--- src/rtl/keypad_pkg.sv ---
// Shared types and constants for the 4x4 keypad scanner: FSM states, column drive
// patterns, hex key map and index helpers.
package keypad_pkg;

  localparam int NUM_ROWS  = 4;
  localparam int NUM_COLS  = 4;
  localparam int ROW_IDX_W = $clog2(NUM_ROWS);
  localparam int COL_IDX_W = $clog2(NUM_COLS);

  typedef logic [ROW_IDX_W-1:0] row_idx_t;
  typedef logic [COL_IDX_W-1:0] col_idx_t;

  typedef enum logic [1:0] {
    SCAN     = 2'd0,
    DEBOUNCE = 2'd1,
    HELD     = 2'd2
  } state_e;

  // Active-low one-hot column drive, indexed by column number.
  localparam logic [NUM_COLS-1:0][NUM_COLS-1:0] COL_ONEHOT = {
    4'b0111, 4'b1011, 4'b1101, 4'b1110
  };

  // KEY_MAP[row][col]; each row literal lists col3..col0.
  localparam logic [NUM_ROWS-1:0][NUM_COLS-1:0][3:0] KEY_MAP = {
    {4'hD, 4'hF, 4'h0, 4'hE},
    {4'hC, 4'h9, 4'h8, 4'h7},
    {4'hB, 4'h6, 4'h5, 4'h4},
    {4'hA, 4'h3, 4'h2, 4'h1}
  };

  function automatic logic [3:0] key_lookup(input row_idx_t r, input col_idx_t c);
    return KEY_MAP[r][c];
  endfunction

  // Lowest-numbered low row; callers only use it when at least one row is low.
  function automatic row_idx_t lowest_low(input logic [NUM_ROWS-1:0] r);
    row_idx_t idx;
    idx = '0;
    for (int i = NUM_ROWS - 1; i >= 0; i--) begin
      if (!r[i]) idx = row_idx_t'(i);
    end
    return idx;
  endfunction

endpackage

--- src/rtl/sync_2ff.sv ---
// Two-flop synchroniser for asynchronous inputs, with a configurable reset value.
module sync_2ff #(
  parameter int               WIDTH   = 1,
  parameter logic [WIDTH-1:0] RST_VAL = '0
) (
  input  logic             clk_i,
  input  logic             rst_ni,
  input  logic [WIDTH-1:0] d_i,
  output logic [WIDTH-1:0] q_o
);

  logic [WIDTH-1:0] meta_q;
  logic [WIDTH-1:0] sync_q;

  always_ff @(posedge clk_i or negedge rst_ni) begin
    if (!rst_ni) begin
      meta_q <= RST_VAL;
      sync_q <= RST_VAL;
    end else begin
      meta_q <= d_i;
      sync_q <= meta_q;
    end
  end

  assign q_o = sync_q;

endmodule

--- src/rtl/keypad_scanner.sv ---
// 4x4 matrix keypad scanner: column scan, debounce, hex encode with one-cycle strobe.
// Define KEYPAD_REPEAT_EN to add auto-repeat strobes while a key stays held.
module keypad_scanner
  import keypad_pkg::*;
#(
  parameter int SCAN_DIV       = 48000,
  parameter int DEBOUNCE_SCANS = 20,
  parameter int REPEAT_SCANS   = 500
) (
  input  logic       int_osc,
  input  logic       reset_n,
  input  logic [3:0] rows,
  output logic [3:0] cols,
  output logic [3:0] key,
  output logic       key_valid,
  output logic       key_held
);

  localparam int DIV_W = (SCAN_DIV > 1) ? $clog2(SCAN_DIV) : 1;
  localparam int DB_W  = $clog2(DEBOUNCE_SCANS + 1);
  localparam logic [DIV_W-1:0] DIV_LAST = DIV_W'(SCAN_DIV - 1);
  localparam logic [DB_W-1:0]  DB_LAST  = DB_W'(DEBOUNCE_SCANS - 1);

  if (SCAN_DIV < 2 || DEBOUNCE_SCANS < 1 || REPEAT_SCANS < 1) begin : g_param_chk
    $error("keypad_scanner: SCAN_DIV must be >= 2, scan counts >= 1");
  end

  logic [NUM_ROWS-1:0] rows_s;

  sync_2ff #(
    .WIDTH  (NUM_ROWS),
    .RST_VAL(4'hF)
  ) u_row_sync (
    .clk_i (int_osc),
    .rst_ni(reset_n),
    .d_i   (rows),
    .q_o   (rows_s)
  );

  // Slot divider: tick marks the last cycle of each column slot.
  logic [DIV_W-1:0] div_q, div_d;
  logic             tick;

  assign tick  = (div_q == DIV_LAST);
  assign div_d = tick ? '0 : div_q + DIV_W'(1);

  always_ff @(posedge int_osc or negedge reset_n) begin
    if (!reset_n) div_q <= '0;
    else          div_q <= div_d;
  end

  state_e              state_q;
  col_idx_t            col_q;
  col_idx_t            col_nxt;
  row_idx_t            row_q;
  logic [DB_W-1:0]     dbc_q;
  logic [NUM_COLS-1:0] cols_q;
  logic [3:0]          key_q;
  logic                valid_q;
  logic                held_q;
  logic                cand_low;

  assign col_nxt  = col_q + col_idx_t'(1);
  assign cand_low = ~rows_s[row_q];

`ifdef KEYPAD_REPEAT_EN
  localparam int REP_W = $clog2(REPEAT_SCANS + 1);
  localparam logic [REP_W-1:0] REP_LAST = REP_W'(REPEAT_SCANS - 1);
  logic [REP_W-1:0] rep_q;
`endif

  // col_q doubles as the latched candidate column: it only moves in SCAN.
  always_ff @(posedge int_osc or negedge reset_n) begin
    if (!reset_n) begin
      state_q <= SCAN;
      col_q   <= '0;
      cols_q  <= COL_ONEHOT[0];
      row_q   <= '0;
      dbc_q   <= '0;
      key_q   <= 4'h0;
      valid_q <= 1'b0;
      held_q  <= 1'b0;
`ifdef KEYPAD_REPEAT_EN
      rep_q   <= '0;
`endif
    end else begin
      valid_q <= 1'b0;
      if (tick) begin
        unique case (state_q)
          SCAN: begin
            if (&rows_s) begin
              col_q  <= col_nxt;
              cols_q <= COL_ONEHOT[col_nxt];
            end else begin
              row_q   <= lowest_low(rows_s);
              dbc_q   <= '0;
              state_q <= DEBOUNCE;
            end
          end
          DEBOUNCE: begin
            if (cand_low) begin
              if (dbc_q == DB_LAST) begin
                key_q   <= key_lookup(row_q, col_q);
                valid_q <= 1'b1;
                held_q  <= 1'b1;
                dbc_q   <= '0;
                state_q <= HELD;
`ifdef KEYPAD_REPEAT_EN
                rep_q   <= '0;
`endif
              end else begin
                dbc_q <= dbc_q + DB_W'(1);
              end
            end else begin
              dbc_q   <= '0;
              state_q <= SCAN;
              col_q   <= col_nxt;
              cols_q  <= COL_ONEHOT[col_nxt];
            end
          end
          HELD: begin
            if (!cand_low) begin
              if (dbc_q == DB_LAST) begin
                held_q  <= 1'b0;
                dbc_q   <= '0;
                state_q <= SCAN;
                col_q   <= col_nxt;
                cols_q  <= COL_ONEHOT[col_nxt];
              end else begin
                dbc_q <= dbc_q + DB_W'(1);
              end
            end else begin
              dbc_q <= '0;
`ifdef KEYPAD_REPEAT_EN
              if (rep_q == REP_LAST) begin
                rep_q   <= '0;
                valid_q <= 1'b1;
              end else begin
                rep_q <= rep_q + REP_W'(1);
              end
`endif
            end
          end
          default: state_q <= SCAN;
        endcase
      end
    end
  end

  assign cols      = cols_q;
  assign key       = key_q;
  assign key_valid = valid_q;
  assign key_held  = held_q;

endmodule
--- config.mk ---
export PLATFORM = sky130hd
export DESIGN_NAME = keypad_scanner
export DESIGN_NICKNAME = d
export VERILOG_FILES = /design/src/rtl/keypad_pkg.sv /design/src/rtl/sync_2ff.sv /design/src/rtl/keypad_scanner.sv
export SDC_FILE = /design/constraint.sdc
export NUM_CORES = 1
export LEC_CHECK = 0
export BUFFER_PORTS_ARGS = -buffer_cell sky130_fd_sc_hd__buf_4
export CAP_MARGIN = 20
export CORE_MARGIN = 5
export CORE_UTILIZATION = 60
export CTS_BUF_LIST = sky130_fd_sc_hd__clkbuf_8
export CTS_CLUSTER_DIAMETER = 120
export CTS_CLUSTER_SIZE = 28
export DETAILED_ROUTE_END_ITERATION = 8
export PLACE_DENSITY = 0.91
export SYNTH_ARGS = -nofsm -noshare
export SYNTH_HDL_FRONTEND = slang
export SYNTH_SLANG_ARGS = --single-unit
--- constraint.sdc ---
create_clock -name int_osc -period 2.1 [get_ports int_osc]
set_input_delay 0.42 -clock int_osc [delete_from_list [all_inputs] [get_ports int_osc]]
set_output_delay 0.42 -clock int_osc [all_outputs]
set_load 0.1 [all_outputs]
==> results.md <==
- Via count of the first global-routing pass: 1,520
- Share of the synthesized area in the top cell type: 37.8%
- Buffer count from post-CTS setup fixing: 0
- Antenna violations before repair: 0
- Netlist Area Pre-Place: 0.00225 mm²
- Quantity of I/O buffers inserted on ports: 15
- Proportion of synthesized flip-flops having asynchronous set or reset: 100%
- Part of the Yosys area used for sequential elements: 50.6%
- Placed cell area: 0.00243 mm²
- Peak supply drop: 452 µV
- GR peak layer: met2
- Global-route wire length before repair: 7.04 mm
- WHS: ~85 ps
- Global-route total usage across every layer: 17.7%
- Worst min-delay path category: in -> async
- Floorplan Core Area: ~0.0037 mm²
- Clock Path Buffers: 2
- Clk pwr share: 37.6%
- Primary FF master, synth: sky130_fd_sc_hd__dfrtp_1
- Resized Gates After CTS: 0
- Netlist cell types: 49
- Detailed-route wire length: 3.93 mm
- RSZ-0062 raised after global routing: false
- Final net count: 245
- Share of the cycle needed by the critical path after routing: 92.6%
- Cell family contributing the most delay on the critical path: multiplexers
- Placed cells: 270
- Number of buffers created by CTS: 5
- Sequential share of power: 60.3%
- Global routing usage on met3: 4.49%
- Cell with the most instances after synthesis: sky130_fd_sc_hd__dfrtp_1
- Total of endpoints with negative setup slack in the final report: 0
- Worst r2r dst: dbc_q[3]$_DFFE_PN0P_
- Post-layout min period: 1940 ps
- Final Wtd Congestion: 0.843
- DIE WIDTH: about 71 µm
- Worst endpoint required time: 2330 ps
- Slowest Stage Delay on Critical Path: 570 ps
- Nature of the critical path startpoint: flop
- Antenna Violating Nets Remaining: 0
- Antenna diode instance count: 0
- Clock slew at the register clock pins of the worst setup and hold paths: 90 ps
- Iteration-0 DRC count of the detailed router: 115
- Reg-to-reg critical path startpoint: row_q[0]$_DFFE_PN0P_
- Largest clock skew in the final design: around 8.4 ps
- Post-synth top cells: sky130_fd_sc_hd__dfrtp_1, sky130_fd_sc_hd__nand2_1, sky130_fd_sc_hd__nor2_1
- Synthesized netlist cell count: 207
- CP Cell Sequence: mux4_2 -> mux2i_1 -> nand2b_1 -> or4_1 -> o21ai_0
- Reg2reg path depth: 5
- Number of synthesized flops with an enable pin: 0
- Switching share of total power: a little under a quarter
- Fraction of final layout cells sized beyond drive strength 1: 24.3%
- Internal power: approximately 0.0011 W
- TritonCTS Sinks: 45
- Transition time of the tightest slew-check pin: 527 ps
- Yosys top cell by area: sky130_fd_sc_hd__dfrtp_1
- Overflow left after global routing: 0
- Drt pass-1 iters: 5
- Clock insertion delay at the later pin of the skew report: 310 ps
- Yosys warns: 0
- Number of max-cap violations: 0
- Number of hold buffers added after CTS: 0
- I/O pin count: 16
- Maximum number of pins on one net before global-route repair: 46
- Worst endpoint data arrival time: 2180 ps
- Chip Height: 71.3 µm
- Final std cell area, no fill: 0.00253 mm²
- Comb pwr share: around 2.1%
- Setup TNS Final: 0 ps
- Clock tree from TritonCTS: yes
- Post-layout instance count excluding filler cells: 278
- GR met1 Demand/Resource: 24.4%
- Layout Utilization: between 60 and 70%
- Leakage dissipation: 1.13 nW
- DRC: 0
- Highest achievable clock rate: 514 MHz
- Startpoint-to-endpoint class of the critical path: reg -> reg
- DP Wirelength: 2.90 mm
- Per-cell via count in the routed design: 5.60
- Synthesis-stage register bit count: 45
- Master of the slowest instance on the critical path: sky130_fd_sc_hd__mux4_2
- Detailed-route wire length per cell: between 10 and 15 µm
- Worst Path Buf+Inv: 0
- Die area: 0.00508 mm²
- Synthesized Nets: 223
- Num rows: 22
- Hold Violations, Final: 0
- Avg Synthesized Cell Area: 10.9 µm²
- Result of the run: completed
- H-tree lvl count: 2
- Worst slew margin relative to its limit: 64.9%
- Internal reg-to-reg setup slack: 160 ps
- Starting Density: 61.6%
- CP Max Fanout: 5
- Pwr dens: 580 mW/mm²
- Setup crit end kind: flop
- Count of final max-slew check failures: 0
- Post-synthesis to final-layout area growth: 12.3%
- Routed via count: 1,556
- Met2 Resource Use GR: around 27%
- Psw: 0.000338 W
- CTS Root Cell: sky130_fd_sc_hd__clkbuf_8
- Area contributors post-synth: sky130_fd_sc_hd__dfrtp_1, sky130_fd_sc_hd__dfstp_2, sky130_fd_sc_hd__ha_1
-- layout make-up --
class | instances | area (µm²)
clock buffers | 5 | 68.8
clock inverters | 3 | 25.0
fillers | 264 | 1130
inverters | 13 | 48.8
multi-input cells | 143 | 1030
flip-flops and latches | 45 | 1140
well taps | 48 | 60.1
repair buffers | 21 | 158
-- kinds of logic (layout without fill, tap and decap cells) --
family	Yosys count	count (layout)	share of synthesized area, %
xor+xnor	16	16	6.22
simple gates	75	75	19.0
flops	45	45	50.6
buf+inv	19	42	3.94
fa+ha+maj	10	10	5.55
compound gates	34	34	10.3
mux	8	8	4.44
-- through the flow --
stage | total power, W | setup slack [ps]
after global routing | 0.00154 | 3.88
after detailed placement | 0.000934 | 104
after floorplan | 0.000907 | 175
final | 0.00147 | 156
after CTS | 0.00148 | 112
after global placement | 0.000932 | 199
-- power by group through the flow --
| stage | logic (W) | clock network, W | registers, W |
|---|---|---|---|
| final | 0.0000310 | 0.000552 | 0.000885 |
| after floorplan | 0.00000755 | 0 | 0.000900 |
| after detailed placement | 0.0000326 | 0 | 0.000902 |
| after global placement | 0.0000316 | 0 | 0.000900 |
| after CTS | 0.0000325 | 0.000562 | 0.000885 |
| after global routing | 0.0000374 | 0.000617 | 0.000887 |
-- per-layer routing --
metal | part of all wire [%] | up-vias | routed length [µm]
met5 | 0 | - | 0
met4 | 2.4 | 0 | 94
met3 | 4.1 | 11 | 161
met2 | 48 | 31 | 1870
met1 | 46 | 750 | 1810
li1 | - | 764 | -
-- cell usage in the layout, fill, tap and decap left out, types with 4 or more instances in the layout --
| cell | count |
|---|---|
| sky130_fd_sc_hd__a21oi_1 | 7 |
| sky130_fd_sc_hd__a31oi_1 | 4 |
| sky130_fd_sc_hd__buf_4 | 21 |
| sky130_fd_sc_hd__clkbuf_8 | 5 |
| sky130_fd_sc_hd__dfrtp_1 | 34 |
| sky130_fd_sc_hd__dfstp_2 | 11 |
| sky130_fd_sc_hd__ha_1 | 9 |
| sky130_fd_sc_hd__inv_1 | 13 |
| sky130_fd_sc_hd__mux2_2 | 5 |
| sky130_fd_sc_hd__nand2_1 | 21 |
| sky130_fd_sc_hd__nand3_1 | 8 |
| sky130_fd_sc_hd__nand4_1 | 4 |
| sky130_fd_sc_hd__nor2_1 | 17 |
| sky130_fd_sc_hd__nor3_1 | 4 |
| sky130_fd_sc_hd__o21ai_0 | 10 |
| sky130_fd_sc_hd__xnor2_1 | 8 |
| sky130_fd_sc_hd__xor2_1 | 8 |
-- worst register-to-register path: stages (launching register included) --
cell	delay [ps]
sky130_fd_sc_hd__dfrtp_1	390
sky130_fd_sc_hd__mux4_2	570
sky130_fd_sc_hd__mux2i_1	180
sky130_fd_sc_hd__nand2b_1	160
sky130_fd_sc_hd__or4_1	490
sky130_fd_sc_hd__o21ai_0	80
-- worst max path at each step --
stage | from | endpoint | slack (ps) | cells after the start
finish | row_q[0]$_DFFE_PN0P_ | dbc_q[3]$_DFFE_PN0P_ | 160 | 5
detailed placement | div_q[0]$_DFF_PN0_ | dbc_q[0]$_DFFE_PN0P_ | 100 | 7
floorplan | row_q[0]$_DFFE_PN0P_ | col_q[1]$_DFFE_PN0P_ | 180 | 5
global route | div_q[0]$_DFF_PN0_ | dbc_q[0]$_DFFE_PN0P_ | 4 | 7
CTS | div_q[0]$_DFF_PN0_ | key[3]$_DFFE_PN0P_ | 110 | 6
global placement | row_q[0]$_DFFE_PN0P_ | dbc_q[0]$_DFFE_PN0P_ | 200 | 5
-- registers in the layout, summed over array words and instances (netlist names), 2 cells and up --
| signal | flops |
|---|---|
| col_q | 2 |
| cols | 4 |
| dbc_q | 5 |
| div_q | 16 |
| key | 4 |
| row_q | 2 |
| state_q | 2 |
| u_row_sync.meta_q | 4 |
| u_row_sync.q_o | 4 |
Note: power is estimated with default switching activity, not from simulation.
